$ cat src/rtl/regfile_seq_pkg.sv
// Shared definitions for the register-file operation sequencer: opcodes, FSM states and default
// datapath/address widths.
package regfile_seq_pkg;

  localparam int unsigned RF_DW = 8;
  localparam int unsigned RF_AW = 3;

  localparam logic [2:0] OP_ADD = 3'b000;
  localparam logic [2:0] OP_SUB = 3'b001;
  localparam logic [2:0] OP_AND = 3'b010;
  localparam logic [2:0] OP_OR  = 3'b011;
  localparam logic [2:0] OP_XOR = 3'b100;
  localparam logic [2:0] OP_MOV = 3'b101;
  localparam logic [2:0] OP_INC = 3'b110;
  localparam logic [2:0] OP_CMP = 3'b111;

  typedef enum logic [2:0] {
    IDLE = 3'd0,
    RD   = 3'd1,
    EX   = 3'd2,
    WB   = 3'd3,
    DONE = 3'd4
  } state_e;

endpackage

$ cat src/rtl/regfile_op_sequencer_if.sv
// Request handshake plus register-file port set. The sequencer uses the master modport; the
// decode stage and the register file sit on the slave side.
interface regfile_op_sequencer_if #(
  parameter int unsigned DW = 8,
  parameter int unsigned AW = 3
);

  logic          req_valid;
  logic          req_ready;
  logic [2:0]    req_op;
  logic [AW-1:0] req_src1;
  logic [AW-1:0] req_src2;
  logic [AW-1:0] req_dst;

  logic          rf_rd;
  logic [AW-1:0] rf_addr1;
  logic [AW-1:0] rf_addr2;
  logic [DW-1:0] rf_data_out1;
  logic [DW-1:0] rf_data_out2;
  logic          rf_wr;
  logic [AW-1:0] rf_wr_addr;
  logic [DW-1:0] rf_data_in;

  modport master (
    input  req_valid, req_op, req_src1, req_src2, req_dst,
    output req_ready,
    output rf_rd, rf_addr1, rf_addr2, rf_wr, rf_wr_addr, rf_data_in,
    input  rf_data_out1, rf_data_out2
  );

  modport slave (
    output req_valid, req_op, req_src1, req_src2, req_dst,
    input  req_ready,
    input  rf_rd, rf_addr1, rf_addr2, rf_wr, rf_wr_addr, rf_data_in,
    output rf_data_out1, rf_data_out2
  );

endinterface

$ cat src/rtl/regfile_seq_alu.sv
// Combinational ALU for the sequencer. wr_en is low only for CMP, which updates flags without
// writing a register.
module regfile_seq_alu
  import regfile_seq_pkg::*;
#(
  parameter int unsigned DW = RF_DW
) (
  input  logic [2:0]    op,
  input  logic [DW-1:0] a,
  input  logic [DW-1:0] b,
  output logic [DW-1:0] y,
  output logic          carry,
  output logic          wr_en
);

  logic [DW:0] ext;

  always_comb begin
    ext   = '0;
    y     = '0;
    carry = 1'b0;
    wr_en = 1'b1;
    case (op)
      OP_ADD: begin
        ext   = {1'b0, a} + {1'b0, b};
        y     = ext[DW-1:0];
        carry = ext[DW];
      end
      // The extra MSB of a zero-extended subtraction is the borrow (a < b).
      OP_SUB, OP_CMP: begin
        ext   = {1'b0, a} - {1'b0, b};
        y     = ext[DW-1:0];
        carry = ext[DW];
        wr_en = (op != OP_CMP);
      end
      OP_AND: y = a & b;
      OP_OR:  y = a | b;
      OP_XOR: y = a ^ b;
      OP_MOV: y = a;
      OP_INC: begin
        ext   = {1'b0, a} + (DW + 1)'(1);
        y     = ext[DW-1:0];
        carry = ext[DW];
      end
      default: ;
    endcase
  end

endmodule

$ cat src/rtl/regfile_op_sequencer.sv
// Sequences one register-register operation at a time: read two operands, run the ALU, write
// the result back with a setup and hold cycle around rf_wr, then pulse done.
module regfile_op_sequencer
  import regfile_seq_pkg::*;
#(
  parameter int unsigned DW        = RF_DW,
  parameter int unsigned AW        = RF_AW,
  parameter int unsigned READ_WAIT = 1
) (
  input  logic                   clk,
  input  logic                   rst_n,
  regfile_op_sequencer_if.master bus,
  output logic                   busy,
  output logic                   done,
  output logic [DW-1:0]          result,
  output logic                   zero,
  output logic                   carry
);

  if (READ_WAIT < 1 || READ_WAIT > 4) begin : gen_bad_read_wait
    $error("READ_WAIT must be in 1..4");
  end

  localparam logic [2:0] RdLast = 3'(READ_WAIT - 1);

  state_e        state_q, state_d;
  logic [2:0]    cnt_q, cnt_d;
  logic [2:0]    op_q, op_d;
  logic [AW-1:0] dst_q, dst_d;
  logic          wb_q, wb_d;

  logic          req_ready_q, req_ready_d;
  logic          busy_q, busy_d;
  logic          done_q, done_d;
  logic [DW-1:0] result_q, result_d;
  logic          zero_q, zero_d;
  logic          carry_q, carry_d;
  logic          rf_rd_q, rf_rd_d;
  logic [AW-1:0] rf_addr1_q, rf_addr1_d;
  logic [AW-1:0] rf_addr2_q, rf_addr2_d;
  logic          rf_wr_q, rf_wr_d;
  logic [AW-1:0] rf_wr_addr_q, rf_wr_addr_d;
  logic [DW-1:0] rf_data_in_q, rf_data_in_d;

  logic [DW-1:0] alu_y;
  logic          alu_carry;
  logic          alu_wr_en;
  logic          accept;

  // Operands feed the ALU straight from the file and are captured as a registered result on
  // the last RD edge, so rf_data_in is already stable during EX, one cycle ahead of rf_wr.
  regfile_seq_alu #(
    .DW(DW)
  ) u_alu (
    .op   (op_q),
    .a    (bus.rf_data_out1),
    .b    (bus.rf_data_out2),
    .y    (alu_y),
    .carry(alu_carry),
    .wr_en(alu_wr_en)
  );

  assign accept = bus.req_valid && req_ready_q;

  always_comb begin
    state_d      = state_q;
    cnt_d        = cnt_q;
    op_d         = op_q;
    dst_d        = dst_q;
    wb_d         = wb_q;
    result_d     = result_q;
    zero_d       = zero_q;
    carry_d      = carry_q;
    rf_addr1_d   = rf_addr1_q;
    rf_addr2_d   = rf_addr2_q;
    rf_wr_addr_d = rf_wr_addr_q;
    rf_data_in_d = rf_data_in_q;

    unique case (state_q)
      IDLE: begin
        if (accept) begin
          op_d       = bus.req_op;
          dst_d      = bus.req_dst;
          rf_addr1_d = bus.req_src1;
          rf_addr2_d = bus.req_src2;
          cnt_d      = '0;
          state_d    = RD;
        end
      end
      RD: begin
        if (cnt_q == RdLast) begin
          result_d     = alu_y;
          zero_d       = (alu_y == '0);
          carry_d      = alu_carry;
          wb_d         = alu_wr_en;
          rf_wr_addr_d = dst_q;
          rf_data_in_d = alu_y;
          state_d      = EX;
        end else begin
          cnt_d = cnt_q + 3'd1;
        end
      end
      EX:      state_d = wb_q ? WB : DONE;
      WB:      state_d = DONE;
      DONE:    state_d = IDLE;
      default: state_d = IDLE;
    endcase

    // Control outputs are registered copies of the next state.
    req_ready_d = (state_d == IDLE);
    busy_d      = (state_d != IDLE);
    rf_rd_d     = (state_d == RD);
    rf_wr_d     = (state_d == WB);
    done_d      = (state_d == DONE);
  end

  always_ff @(posedge clk or negedge rst_n) begin
    if (!rst_n) begin
      state_q      <= IDLE;
      cnt_q        <= '0;
      op_q         <= '0;
      dst_q        <= '0;
      wb_q         <= 1'b0;
      req_ready_q  <= 1'b1;
      busy_q       <= 1'b0;
      done_q       <= 1'b0;
      result_q     <= '0;
      zero_q       <= 1'b0;
      carry_q      <= 1'b0;
      rf_rd_q      <= 1'b0;
      rf_addr1_q   <= '0;
      rf_addr2_q   <= '0;
      rf_wr_q      <= 1'b0;
      rf_wr_addr_q <= '0;
      rf_data_in_q <= '0;
    end else begin
      state_q      <= state_d;
      cnt_q        <= cnt_d;
      op_q         <= op_d;
      dst_q        <= dst_d;
      wb_q         <= wb_d;
      req_ready_q  <= req_ready_d;
      busy_q       <= busy_d;
      done_q       <= done_d;
      result_q     <= result_d;
      zero_q       <= zero_d;
      carry_q      <= carry_d;
      rf_rd_q      <= rf_rd_d;
      rf_addr1_q   <= rf_addr1_d;
      rf_addr2_q   <= rf_addr2_d;
      rf_wr_q      <= rf_wr_d;
      rf_wr_addr_q <= rf_wr_addr_d;
      rf_data_in_q <= rf_data_in_d;
    end
  end

  assign bus.req_ready  = req_ready_q;
  assign bus.rf_rd      = rf_rd_q;
  assign bus.rf_addr1   = rf_addr1_q;
  assign bus.rf_addr2   = rf_addr2_q;
  assign bus.rf_wr      = rf_wr_q;
  assign bus.rf_wr_addr = rf_wr_addr_q;
  assign bus.rf_data_in = rf_data_in_q;

  assign busy   = busy_q;
  assign done   = done_q;
  assign result = result_q;
  assign zero   = zero_q;
  assign carry  = carry_q;

endmodule
$ cat src/flat_wrapper.sv
// flat-port wrapper written by rule: the top's interface ports become plain ports
module regfile_op_sequencer_flat import regfile_seq_pkg::*;
#(
  parameter int unsigned DW        = RF_DW,
  parameter int unsigned AW        = RF_AW,
  parameter int unsigned READ_WAIT = 1
)
  (clk, rst_n, busy, done, result, zero, carry, bus_req_valid, bus_req_op, bus_req_src1, bus_req_src2, bus_req_dst, bus_req_ready, bus_rf_rd, bus_rf_addr1, bus_rf_addr2, bus_rf_wr, bus_rf_wr_addr, bus_rf_data_in, bus_rf_data_out1, bus_rf_data_out2);
  regfile_op_sequencer_if #(.DW(DW), .AW(AW)) bus_i ();
  input  logic clk;
  input  logic rst_n;
  output logic busy;
  output logic done;
  output logic [DW-1:0] result;
  output logic zero;
  output logic carry;
  input wire logic [$bits(bus_i.req_valid)-1:0] bus_req_valid;
  input wire logic [$bits(bus_i.req_op)-1:0] bus_req_op;
  input wire logic [$bits(bus_i.req_src1)-1:0] bus_req_src1;
  input wire logic [$bits(bus_i.req_src2)-1:0] bus_req_src2;
  input wire logic [$bits(bus_i.req_dst)-1:0] bus_req_dst;
  output wire logic [$bits(bus_i.req_ready)-1:0] bus_req_ready;
  output wire logic [$bits(bus_i.rf_rd)-1:0] bus_rf_rd;
  output wire logic [$bits(bus_i.rf_addr1)-1:0] bus_rf_addr1;
  output wire logic [$bits(bus_i.rf_addr2)-1:0] bus_rf_addr2;
  output wire logic [$bits(bus_i.rf_wr)-1:0] bus_rf_wr;
  output wire logic [$bits(bus_i.rf_wr_addr)-1:0] bus_rf_wr_addr;
  output wire logic [$bits(bus_i.rf_data_in)-1:0] bus_rf_data_in;
  input wire logic [$bits(bus_i.rf_data_out1)-1:0] bus_rf_data_out1;
  input wire logic [$bits(bus_i.rf_data_out2)-1:0] bus_rf_data_out2;
  assign bus_i.req_valid = bus_req_valid;
  assign bus_i.req_op = bus_req_op;
  assign bus_i.req_src1 = bus_req_src1;
  assign bus_i.req_src2 = bus_req_src2;
  assign bus_i.req_dst = bus_req_dst;
  assign bus_req_ready = bus_i.req_ready;
  assign bus_rf_rd = bus_i.rf_rd;
  assign bus_rf_addr1 = bus_i.rf_addr1;
  assign bus_rf_addr2 = bus_i.rf_addr2;
  assign bus_rf_wr = bus_i.rf_wr;
  assign bus_rf_wr_addr = bus_i.rf_wr_addr;
  assign bus_rf_data_in = bus_i.rf_data_in;
  assign bus_i.rf_data_out1 = bus_rf_data_out1;
  assign bus_i.rf_data_out2 = bus_rf_data_out2;
  regfile_op_sequencer #(.DW(DW), .AW(AW), .READ_WAIT(READ_WAIT)) u_core (.clk(clk), .rst_n(rst_n), .bus(bus_i), .busy(busy), .done(done), .result(result), .zero(zero), .carry(carry));
endmodule
$ cat config.mk
export PLATFORM = sky130hd
export DESIGN_NAME = regfile_op_sequencer_flat
export DESIGN_NICKNAME = d
export VERILOG_FILES = /design/src/rtl/regfile_seq_pkg.sv /design/src/rtl/regfile_op_sequencer_if.sv /design/src/rtl/regfile_seq_alu.sv /design/src/rtl/regfile_op_sequencer.sv /design/src/flat_wrapper.sv
export SDC_FILE = /design/constraint.sdc
export NUM_CORES = 1
export LEC_CHECK = 0
export BUFFER_PORTS_ARGS = -buffer_cell sky130_fd_sc_hd__buf_2
export CORE_MARGIN = 1.5
export CORE_UTILIZATION = 59
export CTS_CLUSTER_SIZE = 28
export DETAILED_ROUTE_END_ITERATION = 12
export PLACE_DENSITY = 0.93
export SYNTH_ARGS = -nofsm -noshare
export SYNTH_HDL_FRONTEND = slang
export SYNTH_SLANG_ARGS = --single-unit
$ cat constraint.sdc
create_clock -name clk -period 5.7 [get_ports clk]
set_input_delay 1.14 -clock clk [delete_from_list [all_inputs] [get_ports clk]]
set_output_delay 1.14 -clock clk [all_outputs]
set_load 0.005 [all_outputs]
==> results.tsv <==
stage	metric	value	unit
drt	drtPass1Iterations	5	
floorplan	die_h	72.11	um
floorplan	start_util	0.6298	
setup_path	setup.worst_path.class	input pin to register	
drt	drtIter0Drc	229	
status	status	finished, final reports clean	
setup_path	worst_path_most_repeated_cell	a21oi_1	
logic_synthesis	synth-seq-cells	37	
setup_path	rr_worst_depth	5	
setup_path	slowest_delay	420	ps
floorplan	ios	63	
setup_path	setup.worst_path.end_class	register	
global_routing	grt_max_degree	38	
global_routing	overflow	0	
hold_path	worstHoldEndpoint	u_core.bus.rf_wr_addr[1]$_DFFE_PN0P_	
place	place_congestion	0.9577	
setup_path	ff2ff_setup_slack	3060	ps
clock_network	cts_hold_buf	0	
setup_path	crit_required	5900	ps
setup_path	critPathLaunchType	input pin	
layout	mostFrequentLayoutCells	buf_2 (62), dfrtp_1 (36), nand2_1 (33)	
drt	vias	2519	
setup_path	critPathTopFamily	compound AO/OA/AOI/OAI gates	
power_and_ir_drop	vdd.ir_drop.worst	0.2753	mV
sta	fmax	309.2	MHz
setup_path	r2r_end	u_core.result[7]$_DFFE_PN0P_	
global_routing	grt_pass1_vias	2279	
logic_synthesis	syn_nets	375	
logic_synthesis	ys_warn_count	0	
power_and_ir_drop	pwr_density_cell	438.3	nW/um2
power_and_ir_drop	power.share.switching	0.4260	
power_and_ir_drop	power.switching	0.5902	mW
power_and_ir_drop	share_comb_of_total_power	0.502	
place	place_hpwl	4732	um
layout	area.growth.synth_to_final	12.17	%
floorplan	fp.dieW	72.11	um
sta	skew	4.613	ps
hold_path	hp-class	register to register	
job	max_cap_viol_count	0	
setup_path	worst-path-max-fanout	5	
logic_synthesis	synth_top_flop_cell	dfrtp_1	
sta	period_needed	3234	ps
logic_synthesis	synth_area	2818	um2
logic_synthesis	synth_largest_area_cell	dfrtp_1	
clock_network	cts_buffer_depth	2	
layout	fin_util	0.7064	
clock_network	numCtsBuffers	5	
logic_synthesis	synth_edf_count	0	
drt	ant_nets	0	
logic_synthesis	synth.avg_cell_area	8.974	um2
sta	timing.final.crit_share	0.5674	
clock_network	cts_tree	built	
global_routing	antenna_found_initial	0	
sta	tightest_slew	1162	ps
clock_network	htree_levels	2	
place	port_buffers	62	
hold_path	hold_path_depth	2	
logic_synthesis	synthTopCellsByArea	dfrtp_1 (32%), ha_1 (12%), mux2_2 (6.0%)	
power_and_ir_drop	seqPwrFrac	0.370	
setup_path	cp_slowest_cell	o31ai_1	
sta	setup_tns	0	ps
clock_network	clock_sinks	37	
setup_path	reg2reg_from	u_core.op_q[2]$_DFFE_PN0P_	
layout	fin_nets	422	
sta	whs	483.6	ps
setup_path	crit_buf_inv	2	
hold_path	min_from	u_core.bus.rf_wr_addr[1]$_DFFE_PN0P_	
power_and_ir_drop	p_int	0.7951	mW
setup_path	arrival	3430	ps
power_and_ir_drop	p_leak	1.594	nW
drt	via_per_inst	6.085	
logic_synthesis	synthArstFlopShare	1.000	
layout	drive_above_1_share	0.2624	
logic_synthesis	ys_types	51	
clock_network	cts-resized-gates	0	
sta	setup_viol_count_final	0	
layout	diodes	0	
sta	maxSlewViolCount	0	
layout	layout_commonest_cell	buf_2	
layout	fill_cells	332	
global_routing	grt_pass1_wl	10870	um
clock_network	path_clk_slew	70	ps
clock_network	clockRootBuffer	clkbuf_8	
setup_path	crit_chain	buf_2 > inv_1 > ha_1 > fa_1 > o21bai_1 > a21oi_1 > o31ai_1 > nand2_1 > a21oi_1 > nor3_1 > o41ai_2	
floorplan	rows	24	
logic_synthesis	synth_cells	314	
logic_synthesis	synth_top_area_share	0.3197	
drt	drt_wl_total	6494	um
global_routing	grt_usage	0.2677	
clock_network	clock_latency	290	ps
sta	rsz0062_at_grt	false	
drt	wl_per_cell	15.69	um
floorplan	core-area	4474	um2
power_and_ir_drop	pwr-share-clk	0.128	
logic_synthesis	seq_area_frac_synth	0.3290	
sta	slew-limit-headroom	0.2224	
drt	drcViolationCount	0	
clock_network	postCtsSetupRepairBufs	0	
floorplan	dieArea	5199	um2
sta	hold_violations	0	
==> worst max-delay path by stage <==
stage          cells past startpoint  slack [ps]                start                           end
2_1_floorplan                     11        2400  bus_rf_data_out1[2]  u_core.result[7]$_DFFE_PN0P_
3_3_place_gp                      10        2290  bus_rf_data_out1[4]  u_core.result[7]$_DFFE_PN0P_
4_1_cts                           10        2530  bus_rf_data_out1[4]  u_core.result[7]$_DFFE_PN0P_
6_report                          11        2470  bus_rf_data_out1[0]       u_core.zero$_DFFE_PN0P_
3_5_place_dp                      10        2220  bus_rf_data_out1[4]  u_core.result[7]$_DFFE_PN0P_
5_1_grt                           10        2330  bus_rf_data_out1[1]  u_core.result[7]$_DFFE_PN0P_
==> registers in the layout, summed over array words and instances, names as in the netlist <==
name and count:
u_core.bus.req_ready 1, u_core.bus.rf_addr1 3, u_core.bus.rf_addr2 3, u_core.bus.rf_rd 1, u_core.bus.rf_wr 1, u_core.bus.rf_wr_addr 3, u_core.busy 1, u_core.carry 1
u_core.cnt_q 3, u_core.done 1, u_core.dst_q 3, u_core.op_q 3, u_core.result 8, u_core.state_q 3, u_core.wb_q 1, u_core.zero 1
==> synth_stat cells, types with 3 or more instances <==
master,instances
mux2i_1,5
o22ai_1,6
inv_1,28
ha_1,28
o31ai_1,5
o21a_1,3
o221ai_1,4
o21ai_0,8
nor2_1,29
nor3_1,9
nand2b_1,4
nor3b_1,3
xnor2_1,6
clkbuf_1,9
mux2_2,15
a21oi_1,13
xor2_1,4
buf_1,3
buf_4,8
a221oi_1,4
nand3_1,10
nand2_1,33
dfrtp_1,36
and3_1,4
==> kinds of logic after synthesis <==
logic type	after synthesis	synth area share
xor gates and xnor gates	10	0.03108
buffers and inverters	51	0.07948
DFF	37	0.3290
AOI/OAI and AO/OA	64	0.1647
muxes	23	0.09902
and+or+nand+nor	99	0.1581
adders and majority gates	30	0.1385
==> layout make-up <==
class / instances / area, um2 / area share
Multi-Input combinational cell: 226 / 1667 / 0.5273
Timing Repair Buffer: 62 / 310.3 / 0.09818
Tap cell: 52 / 65.06 / 0.02059
Clock inverter: 2 / 10.01 / 0.003167
Clock buffer: 6 / 72.57 / 0.02296
Sequential cell: 37 / 927.1 / 0.2933
Inverter: 29 / 108.9 / 0.03444
==> metal layers <==
| layer | vias to the layer above | wire length [um] | GRT usage |
|---|---|---|---|
| met4 | 0 | 165 | 0.09015 |
| met3 | 24 | 569 | 0.06528 |
| li1 | 1181 | - | - |
| met5 | - | 0 | 0 |
| met2 | 140 | 2934 | 0.4126 |
| met1 | 1174 | 2825 | 0.3734 |
==> worst register-to-register path, delay by kind of cell (launching register included) <==
kind	cells	cell delay [ps]
simple gates	2	770
compound gates	2	670
flops	1	820
mux	1	270
==> stage by stage <==
step	power [mW]	std cells	setup slack, ps	cell area (um2)
global placement	1.165	406	2290	3078
CTS	1.376	414	2530	3161
finish	1.385	414	2466	3161
floorplan	0.9981	314	2400	2818
detailed placement	1.194	406	2216	3078
global route	1.484	414	2329	3161
==> power groups by stage <==
stage               sequential (mW)  combinational [mW]  clock [mW]
finish                        0.513               0.696       0.177
detailed placement            0.511               0.683           0
global route                  0.529               0.762       0.193
CTS                           0.509               0.688       0.180
floorplan                     0.453               0.546           0
global placement              0.505               0.660           0
(Power assumes the default switching activity.)
